`config.mk`:
```
export PLATFORM = sky130hd
export DESIGN_NAME = mdu_sequencer
export DESIGN_NICKNAME = d
export VERILOG_FILES = /design/src/rtl/mdu_pkg.sv /design/src/rtl/mdu_div_iter.sv /design/src/rtl/mdu_sequencer.sv
export SDC_FILE = /design/constraint.sdc
export NUM_CORES = 2
export LEC_CHECK = 0
export CAP_MARGIN = 20
export CORE_ASPECT_RATIO = 2
export CORE_MARGIN = 2
export CORE_UTILIZATION = 40
export DETAILED_ROUTE_END_ITERATION = 8
export GPL_TIMING_DRIVEN = 1
export PLACE_DENSITY = 0.62
export SLEW_MARGIN = 10
export SYNTH_ARGS = -nofsm -noshare
export SYNTH_HDL_FRONTEND = slang
export SYNTH_SLANG_ARGS = --single-unit
```
`constraint.sdc`:
```
create_clock -name i_clk -period 20.1 [get_ports i_clk]
set_input_delay 6.03 -clock i_clk [delete_from_list [all_inputs] [get_ports i_clk]]
set_output_delay 6.03 -clock i_clk [all_outputs]
set_load 0.005 [all_outputs]
```
`src/rtl/mdu_pkg.sv`:
```
// Shared types and constants for the M-extension unit and its sequencer.
package mdu_pkg;

   localparam int unsigned MDU_XLEN = 32;
   localparam int unsigned DIV_ITER = MDU_XLEN;

   localparam logic [MDU_XLEN-1:0] DIV_BY_ZERO_Q = '1;
   localparam logic [MDU_XLEN-1:0] SIGNED_MIN    = {1'b1, {(MDU_XLEN-1){1'b0}}};

   typedef enum logic [3:0] {
      MduMul    = 4'd0,
      MduMulh   = 4'd1,
      MduMulhsu = 4'd2,
      MduMulhu  = 4'd3,
      MduDiv    = 4'd4,
      MduDivu   = 4'd5,
      MduRem    = 4'd6,
      MduRemu   = 4'd7
   } risk_mdu_e;

   typedef struct packed {
      logic      enable;
      risk_mdu_e operation;
   } mdu_control_t;

   typedef enum logic [1:0] {
      StIdle = 2'd0,
      StMul  = 2'd1,
      StDiv  = 2'd2,
      StDone = 2'd3
   } mdu_seq_state_e;

endpackage

```
`src/rtl/mdu_div_iter.sv`:
```
// Restoring divider on unsigned magnitudes, one quotient bit per step.
// Outputs show the quotient/remainder as they will be after the current step.
module mdu_div_iter #(
   parameter int unsigned XLEN = 32
) (
   input  logic            clk_i,
   input  logic            rst_ni,
   input  logic            start_i,
   input  logic            step_i,
   input  logic [XLEN-1:0] dividend_i,
   input  logic [XLEN-1:0] divisor_i,
   output logic [XLEN-1:0] quotient_o,
   output logic [XLEN-1:0] remainder_o
);

   logic [XLEN-1:0] quo_q, quo_d, rem_q, rem_d, dvs_q, dvs_d;
   logic [XLEN-1:0] quo_step, rem_step;
   logic [XLEN:0]   trial, diff;

   always_comb begin
      trial    = {rem_q, quo_q[XLEN-1]};
      diff     = trial - {1'b0, dvs_q};
      // diff[XLEN] set means the trial subtraction borrowed: restore
      quo_step = {quo_q[XLEN-2:0], ~diff[XLEN]};
      rem_step = diff[XLEN] ? trial[XLEN-1:0] : diff[XLEN-1:0];

      quo_d = quo_q;
      rem_d = rem_q;
      dvs_d = dvs_q;
      if (start_i) begin
         quo_d = dividend_i;
         rem_d = '0;
         dvs_d = divisor_i;
      end else if (step_i) begin
         quo_d = quo_step;
         rem_d = rem_step;
      end
   end

   always_ff @(posedge clk_i) begin
      if (!rst_ni) begin
         quo_q <= '0;
         rem_q <= '0;
         dvs_q <= '0;
      end else begin
         quo_q <= quo_d;
         rem_q <= rem_d;
         dvs_q <= dvs_d;
      end
   end

   assign quotient_o  = quo_step;
   assign remainder_o = rem_step;

endmodule

```
`src/rtl/mdu_sequencer.sv`:
```
// Multi-cycle MUL/DIV/REM controller with valid/ready result handshake and flush.
// Optional: define MDU_DIV_EARLY_EXIT_EN to finish |dividend| < |divisor| divides at once.
module mdu_sequencer
   import mdu_pkg::*;
#(
   parameter int unsigned XLEN = MDU_XLEN
) (
   input  logic            i_clk,
   input  logic            i_rst_n,
   input  logic            i_valid,
   input  mdu_control_t    i_mdu_control,
   input  logic [XLEN-1:0] i_op_a,
   input  logic [XLEN-1:0] i_op_b,
   input  logic [4:0]      i_rd,
   input  logic            i_flush,
   input  logic            i_ready,
   output logic            o_ready,
   output logic            o_stall,
   output logic            o_valid,
   output logic [XLEN-1:0] o_result,
   output logic [4:0]      o_rd
);

   localparam int unsigned CntW = $clog2(XLEN);
   localparam logic [XLEN-1:0] SignedMin = {1'b1, {(XLEN-1){1'b0}}};

   mdu_seq_state_e  state_q, state_d;
   risk_mdu_e       op_q, op_d;
   logic [XLEN-1:0] a_q, a_d, b_q, b_d, result_q, result_d;
   logic [4:0]      rd_q, rd_d;
   logic [CntW-1:0] cnt_q, cnt_d;
   logic            neg_quo_q, neg_quo_d, neg_rem_q, neg_rem_d, is_rem_q, is_rem_d;

   logic            accept, is_mul, is_div, div_signed, div_rem, div_start;
   logic [XLEN-1:0] mag_a, mag_b, div_quo, div_rem_mag, fix_quo, fix_rem;
   logic            mul_sa, mul_sb;
   logic [2*XLEN-1:0] ext_a, ext_b, prod;

   mdu_div_iter #(
      .XLEN (XLEN)
   ) u_div_iter (
      .clk_i       (i_clk),
      .rst_ni      (i_rst_n),
      .start_i     (div_start),
      .step_i      (state_q == StDiv),
      .dividend_i  (mag_a),
      .divisor_i   (mag_b),
      .quotient_o  (div_quo),
      .remainder_o (div_rem_mag)
   );

   always_comb begin
      is_mul     = 1'b0;
      is_div     = 1'b0;
      div_signed = 1'b0;
      div_rem    = 1'b0;
      case (i_mdu_control.operation)
         MduMul, MduMulh, MduMulhsu, MduMulhu: is_mul = 1'b1;
         MduDiv:  begin is_div = 1'b1; div_signed = 1'b1; end
         MduDivu: is_div = 1'b1;
         MduRem:  begin is_div = 1'b1; div_signed = 1'b1; div_rem = 1'b1; end
         MduRemu: begin is_div = 1'b1; div_rem = 1'b1; end
         default: ;
      endcase

      accept = i_valid & i_mdu_control.enable & (state_q == StIdle) & ~i_flush;
      mag_a  = (div_signed & i_op_a[XLEN-1]) ? -i_op_a : i_op_a;
      mag_b  = (div_signed & i_op_b[XLEN-1]) ? -i_op_b : i_op_b;

      mul_sa = (op_q == MduMulh) || (op_q == MduMulhsu);
      mul_sb = (op_q == MduMulh);
      ext_a  = {{XLEN{mul_sa & a_q[XLEN-1]}}, a_q};
      ext_b  = {{XLEN{mul_sb & b_q[XLEN-1]}}, b_q};
      prod   = ext_a * ext_b;

      fix_quo = neg_quo_q ? -div_quo : div_quo;
      fix_rem = neg_rem_q ? -div_rem_mag : div_rem_mag;
   end

   always_comb begin
      state_d   = state_q;
      op_d      = op_q;
      a_d       = a_q;
      b_d       = b_q;
      result_d  = result_q;
      rd_d      = rd_q;
      cnt_d     = cnt_q;
      neg_quo_d = neg_quo_q;
      neg_rem_d = neg_rem_q;
      is_rem_d  = is_rem_q;
      div_start = 1'b0;

      case (state_q)
         StIdle: begin
            if (accept && (is_mul || is_div)) begin
               op_d      = i_mdu_control.operation;
               a_d       = i_op_a;
               b_d       = i_op_b;
               rd_d      = i_rd;
               cnt_d     = '0;
               neg_quo_d = div_signed & (i_op_a[XLEN-1] ^ i_op_b[XLEN-1]);
               neg_rem_d = div_signed & i_op_a[XLEN-1];
               is_rem_d  = div_rem;
               if (is_mul) begin
                  state_d = StMul;
               end else if (i_op_b == '0) begin
                  state_d  = StDone;
                  result_d = div_rem ? i_op_a : '1;
               end else if (div_signed && (i_op_a == SignedMin) && (i_op_b == '1)) begin
                  state_d  = StDone;
                  result_d = div_rem ? '0 : SignedMin;
`ifdef MDU_DIV_EARLY_EXIT_EN
               end else if (mag_a < mag_b) begin
                  state_d  = StDone;
                  result_d = div_rem ? i_op_a : '0;
`endif
               end else begin
                  state_d   = StDiv;
                  div_start = 1'b1;
               end
            end
         end
         StMul: begin
            result_d = (op_q == MduMul) ? prod[XLEN-1:0] : prod[2*XLEN-1:XLEN];
            state_d  = StDone;
         end
         StDiv: begin
            cnt_d = cnt_q + CntW'(1);
            if (cnt_q == CntW'(XLEN - 1)) begin
               state_d  = StDone;
               result_d = is_rem_q ? fix_rem : fix_quo;
            end
         end
         StDone: begin
            if (i_ready) state_d = StIdle;
         end
         default: state_d = StIdle;
      endcase

      // Flush wins over accept, completion and the writeback handshake
      if (i_flush) state_d = StIdle;
   end

   always_ff @(posedge i_clk) begin
      if (!i_rst_n) begin
         state_q   <= StIdle;
         op_q      <= MduMul;
         a_q       <= '0;
         b_q       <= '0;
         result_q  <= '0;
         rd_q      <= '0;
         cnt_q     <= '0;
         neg_quo_q <= 1'b0;
         neg_rem_q <= 1'b0;
         is_rem_q  <= 1'b0;
      end else begin
         state_q   <= state_d;
         op_q      <= op_d;
         a_q       <= a_d;
         b_q       <= b_d;
         result_q  <= result_d;
         rd_q      <= rd_d;
         cnt_q     <= cnt_d;
         neg_quo_q <= neg_quo_d;
         neg_rem_q <= neg_rem_d;
         is_rem_q  <= is_rem_d;
      end
   end

   assign o_ready  = (state_q == StIdle);
   assign o_stall  = (state_q != StIdle);
   assign o_valid  = (state_q == StDone);
   assign o_result = result_q;
   assign o_rd     = rd_q;

endmodule

```
# Word level (Yosys, flattened, before mapping)
# Index checks and enable logic that the tools add are counted.
[totals]
register_bits = 211
latch_bits = 0
ram_bits = 0
rom_bits = 0
in_bits = 79
output_inout_bits = 40
n_memories = 0
[classes]
add_sub_neg = 6
n_mul = 1
div = 0
n_lt_le_gt_ge = 0
eq_ne = 20
shifts = 0
muxes = 35
bitwise = 12
reduce_logical = 23
[op_table]
columns = ["operator", "count"]
rows = [
  ["2-to-1 mux 32 bit", 16],
  ["negator 32 bit", 4],
  ["one-hot mux 32 bit (3 select lines)", 1],
  ["== test 32 bit, second input constant", 2],
  ["multiplier 33 x 33 -> 64 bit", 1],
  ["subtractor 33 x 32 -> 33 bit", 1],
  ["zero test 32 bit", 1],
  ["== test 4 x 3 -> 1 bit, second input constant", 4],
  ["== test 4 x 2 -> 1 bit, second input constant", 3],
  ["2-to-1 mux 1 bit", 11],
  ["one-hot mux 5 bit (2 select lines)", 1],
  ["bitwise AND 1 bit", 8],
  ["== test 4 x 1 -> 1 bit, second input constant", 2],
  ["zero test 4 bit", 2],
  ["2-to-1 mux 2 bit", 4],
  ["one-hot mux 2 bit (4 select lines)", 1],
  ["OR reduction 2 bit", 4],
  ["OR reduction 4 bit", 2],
  ["!= test 2 bit, second input constant", 3],
  ["nonzero test 2 bit", 3],
  ["adder 5 x 1 -> 5 bit, second input constant", 1],
  ["== test 5 bit, second input constant", 1],
  ["2-to-1 mux 5 bit", 1],
  ["AND reduction 5 bit", 1],
  ["other kinds (12)", 19],
]

# Longest topological paths before layout
[logic_depth]
ltp_word = 11
depth_mapped = 33

# Hierarchy
# Synthesis repeated with hierarchy kept, for this count alone.
[hier_totals]
hier_cells = 6203
area_unflattened_um2 = 52744.3
[modules_own_cells]
columns = ["module", "n_inst", "cells_each", "area_per_inst_um2", "seq_area_each_um2"]
rows = [
  ["mdu_sequencer", 1, 5419, 46213.1, 2302.2],
  ["mdu_div_iter", 1, 784, 6531.3, 1921.8],
]

# Worst setup path after synthesis
# No wires, ideal clock.
[synth_timing]
path_type = "in2reg"
from = "input i_op_b[1]"
to = "register result_q[28] (netlist: o_result[28])"
arrival_ps = 9202
slack_ps = 10840
stages = 14
path_buffers = 0
cell_sequence = "inv_1 ha_1 or3b_2 nor4_1 nand4_1 o32ai_1 nor2b_1 o21ai_1 or2_2 nor2_1 o21ai_0 a21o_1 a22oi_1 a211o_1"
[synth_between]
elab_chain_len = 5
word_cells_on_any_way = 9
classes_between = "eq/ne: 2; mux: 4; reduce/logical: 3"
[synth_lines]
columns = ["element", "line", "source"]
rows = [
  ["start, declared", "mdu_sequencer.sv:13", "input logic [XLEN-1:0] i_op_b,"],
  ["zero test 32 bit", "mdu_sequencer.sv:106", "end else if (i_op_b == '0) begin"],
  ["2-to-1 mux 32 bit", "mdu_sequencer.sv:106", ""],
  ["2-to-1 mux 32 bit", "mdu_sequencer.sv:104", "if (is_mul) begin"],
  ["2-to-1 mux 32 bit", "mdu_sequencer.sv:95", "if (accept && (is_mul || is_div)) begin"],
  ["one-hot mux 32 bit (3 select lines)", "mdu_sequencer.sv:93", "case (state_q)"],
  ["end signal, assigned", "mdu_sequencer.sv:161", "result_q <= result_d;"],
  ["end, declared", "mdu_sequencer.sv:29", "logic [XLEN-1:0] a_q, a_d, b_q, b_d, result_q, result_d;"],
]
# Several ways; a longest one is shown, not always the timed one. The select of a mux whose other input is x is not followed.
# A chain may end at the register's enable or synchronous reset.

# Worst setup path in the final report
[layout_timing]
from = "input i_op_a[23]"
to = "register result_q[27] (netlist: o_result[27])"
[layout_between]
elab_chain_len = 5
[layout_lines]
columns = ["element", "line", "source"]
rows = [
  ["start, declared", "mdu_sequencer.sv:12", "input logic [XLEN-1:0] i_op_a,"],
  ["== test 32 bit", "mdu_sequencer.sv:109", "end else if (div_signed && (i_op_a == SignedMin) && (i_op_b == '1)) begin"],
  ["logical AND 1 bit (2 in a row)", "mdu_sequencer.sv:109", ""],
  ["!= test 3 x 1 -> 1 bit (no line)", "-", ""],
  ["AND reduction 5 bit (no line)", "-", ""],
]
# Every way passes these cells.

==> reports/results.ini <==
[timing]
rsz0062_at_grt=no
final.setup.worst_slack_ns=9.75
period_share_pct=51.5
finalWorstPathRequiredPeriod_ns=10.35
slew_violations=0
setup_viol=0
hold_violations=0
worst-slew-pin-transition_ns=1.22
setup-tns-final_ns=0
slew_headroom_pct=18.0
fin_skew_ns=0.0500
clock.fmax_mhz=96.6

[cells_and_area]
drive_above_1_share_pct=3.10
design_area_um2=55500
multi_input_area_um2=41800
fin_cells=7737
regArea_um2=4230
final_nets=7478
area_delta_synth_final_pct=6.72
n_fill_cell=12982

[placement]
placed_cells=7692
port_buffers=118
placed_area_um2=54700
dp_slack_ns=9.27
gp_congestion=0.993
dpl.hpwl_um=145000

[synth]
synth-edff-count=0
yosysWarningCount=0
syn_inst=6131
ys_seq_area_share_pct=8.12
ys_seq_elements=211
syn_area_um2=52000
ys_async_sr_fraction_pct=0
syn-num-nets=7593
synth.avg_cell_area_um2=8.48
synth.distinct_cells=89
synth-main-ff-cell=dfxtp_1

[global_route]
grt_pass1_wl_um=270000
grtUsageMet1_pct=24.5
grt.overflow.total=0
antenna_found_initial=6
gr-usage-met2_pct=52.0
grtUsageTotal_pct=27.0
grt-busiest-layer=met2
grt_use_met3_pct=2.63
grt_max_degree=78
grt_pass1_vias=46977

[clocking]
cts_buffers=22
cts_setup_buffers=0
htreeDepth=1
root_buffer=clkbuf_16
cts_tree=yes
ctsHoldBuffers=0
clock_latency_ns=0.59
cts_sinks=211
clockBufferDepth=3
cts_resized=0
clk_pin_slew_ns=0.07

[die]
row_count=187
initial_core_util_pct=40.2
core_um2=129000
die_y_um=514
dieWidth_um=259
ioPinCount=119
die-area_um2=133000

[routing]
dr.pass1.iters=6
wl_um=176000
ant_nets=0
initialDrtViolationCount=2330
drc=0
wl_per_cell_um=22.8
viasPerCell=5.47
via_count=42333

[setup_path]
critPathMaxStageDelay_ns=0.68
crit_chain=clkdlybuf4s50_1 -> or4_1 -> or3_1 -> or4_1 -> o32ai_1 -> nor2b_1 -> o21ai_1 -> buf_4 -> nor2_1 -> o21ai_0 -> a21oi_1 -> nand2_1 -> o31a_1 -> o21ai_0
critPathArrivalTime_ns=10.84
cp-start-kind=input port
cp_max_fo=24
crit_start=i_op_a[23]
cp_slowest_cell=or4_1
crit_required_ns=20.59
ff2ff_path_depth=24
ff2ff_setup_slack_ns=10.19
regToRegEndpoint=o_result[29]$_SDFFE_PN0P_
r2r_start=op_q[2]$_SDFFE_PN0P_
crit_type=in -> reg
cp-endpoint=o_result[27]$_SDFFE_PN0P_
end_kind=flip-flop

[pwr]
ir_drop_v=0.0000712
power_density_nw_per_um2=25.1
power_leakage_uw=0.0246

[hold_path]
hold_depth=2
min_from=a_q[13]$_SDFFE_PN0P_
hp-class=reg -> reg

[run_status]
status=finished clean

[run]
max_cap_violations=0

-- state kept, by name, indices dropped and copies added (netlist names), 4 cells and up --
register / cells
a_q: 32
u_div_iter.quo_q: 32
cnt_q: 5
b_q: 32
o_result: 32
op_q: 4
u_div_iter.dvs_q: 32
u_div_iter.rem_q: 32
o_rd: 5
-- Yosys cell counts (103+ instances only) --
library cell / n / area, µm²
inv_1: 1239 / 4650
fa_1: 1126 / 22500
nand2_1: 1065 / 4000
clkbuf_1: 333 / 1250
and2_1: 317 / 1980
ha_1: 257 / 3220
nor2_1: 257 / 965
a21oi_1: 223 / 1120
dfxtp_1: 211 / 4220
o21ai_0: 148 / 741
xnor2_1: 128 / 1120
a211oi_1: 103 / 773
-- per-stage QoR --
step	util, %	power (µW)	hold slack [ns]
finish	42.9	1390	0.455
floorplan	-	742	0.431
global placement	42.3	917	0.442
CTS	42.9	1390	0.457
global route	42.9	1440	0.477
detailed placement	42.3	920	0.447
-- where the power goes --
part	internal [µW]	switching, µW	total, µW
Combinational	155	326	481
Sequential	427	13.6	440
Clock	262	211	473
Total	843	551	1390
-- layout by cell type (no fill, tap or decap), drive strengths merged, types with 27 or more instances in the layout --
cell type / n
inv: 1243
fa: 1126
nand2: 1065
and2: 319
nor2: 258
ha: 257
a21oi: 223
dfxtp: 211
o21ai: 151
xnor2: 128
clkdlybuf4s50: 118
a211oi: 104
buf: 93
xor2: 69
mux2i: 58
nor3: 56
a21o: 49
nand3: 39
o31ai: 31
clkbuf: 27
-- worst max-delay path, delay by kind of cell --
kind | cells | cell delay [ns]
simple gates | 6 | 2.49
buf+inv | 2 | 0.90
compound gates | 6 | 1.38
-- layer usage --
metal | wire [µm] | up-vias
li1 | - | 18438
met1 | 53100 | 21683
met2 | 97500 | 1465
met3 | 6400 | 745
met4 | 19100 | 2
met5 | 10 | -
-- cell type report --
cell class	count	area share (%)
Multi-Input combinational cell	4329	75.3
Clock buffer	27	1.04
Antenna cell	4	0.0180
Sequential cell	211	7.63
Clock inverter	13	0.365
Timing Repair Buffer	211	3.40
Inverter	1241	8.40
Tap cell	1701	3.83
-- logic make-up after synthesis --
group,count (synthesis),share of synthesized area (%)
AO/OA/AOI/OAI,757,9.42
XOR/XNOR,197,3.32
adder cells (fa/ha/maj),1383,49.5
buffers and inverters,1591,11.6
flip-flops,211,8.12
multiplexers,62,1.20
AND/OR/NAND/NOR,1930,16.8
-- worst min-delay path by stage --
stage,end,slack [ns]
floorplan,op_q[2]$_SDFFE_PN0P_,0.43
global placement,a_q[11]$_SDFFE_PN0P_,0.44
detailed placement,a_q[11]$_SDFFE_PN0P_,0.45
CTS,a_q[0]$_SDFFE_PN0P_,0.46
global route,a_q[2]$_SDFFE_PN0P_,0.48
finish,a_q[13]$_SDFFE_PN0P_,0.45
No activity file was read; power rests on OpenSTA's default activity.
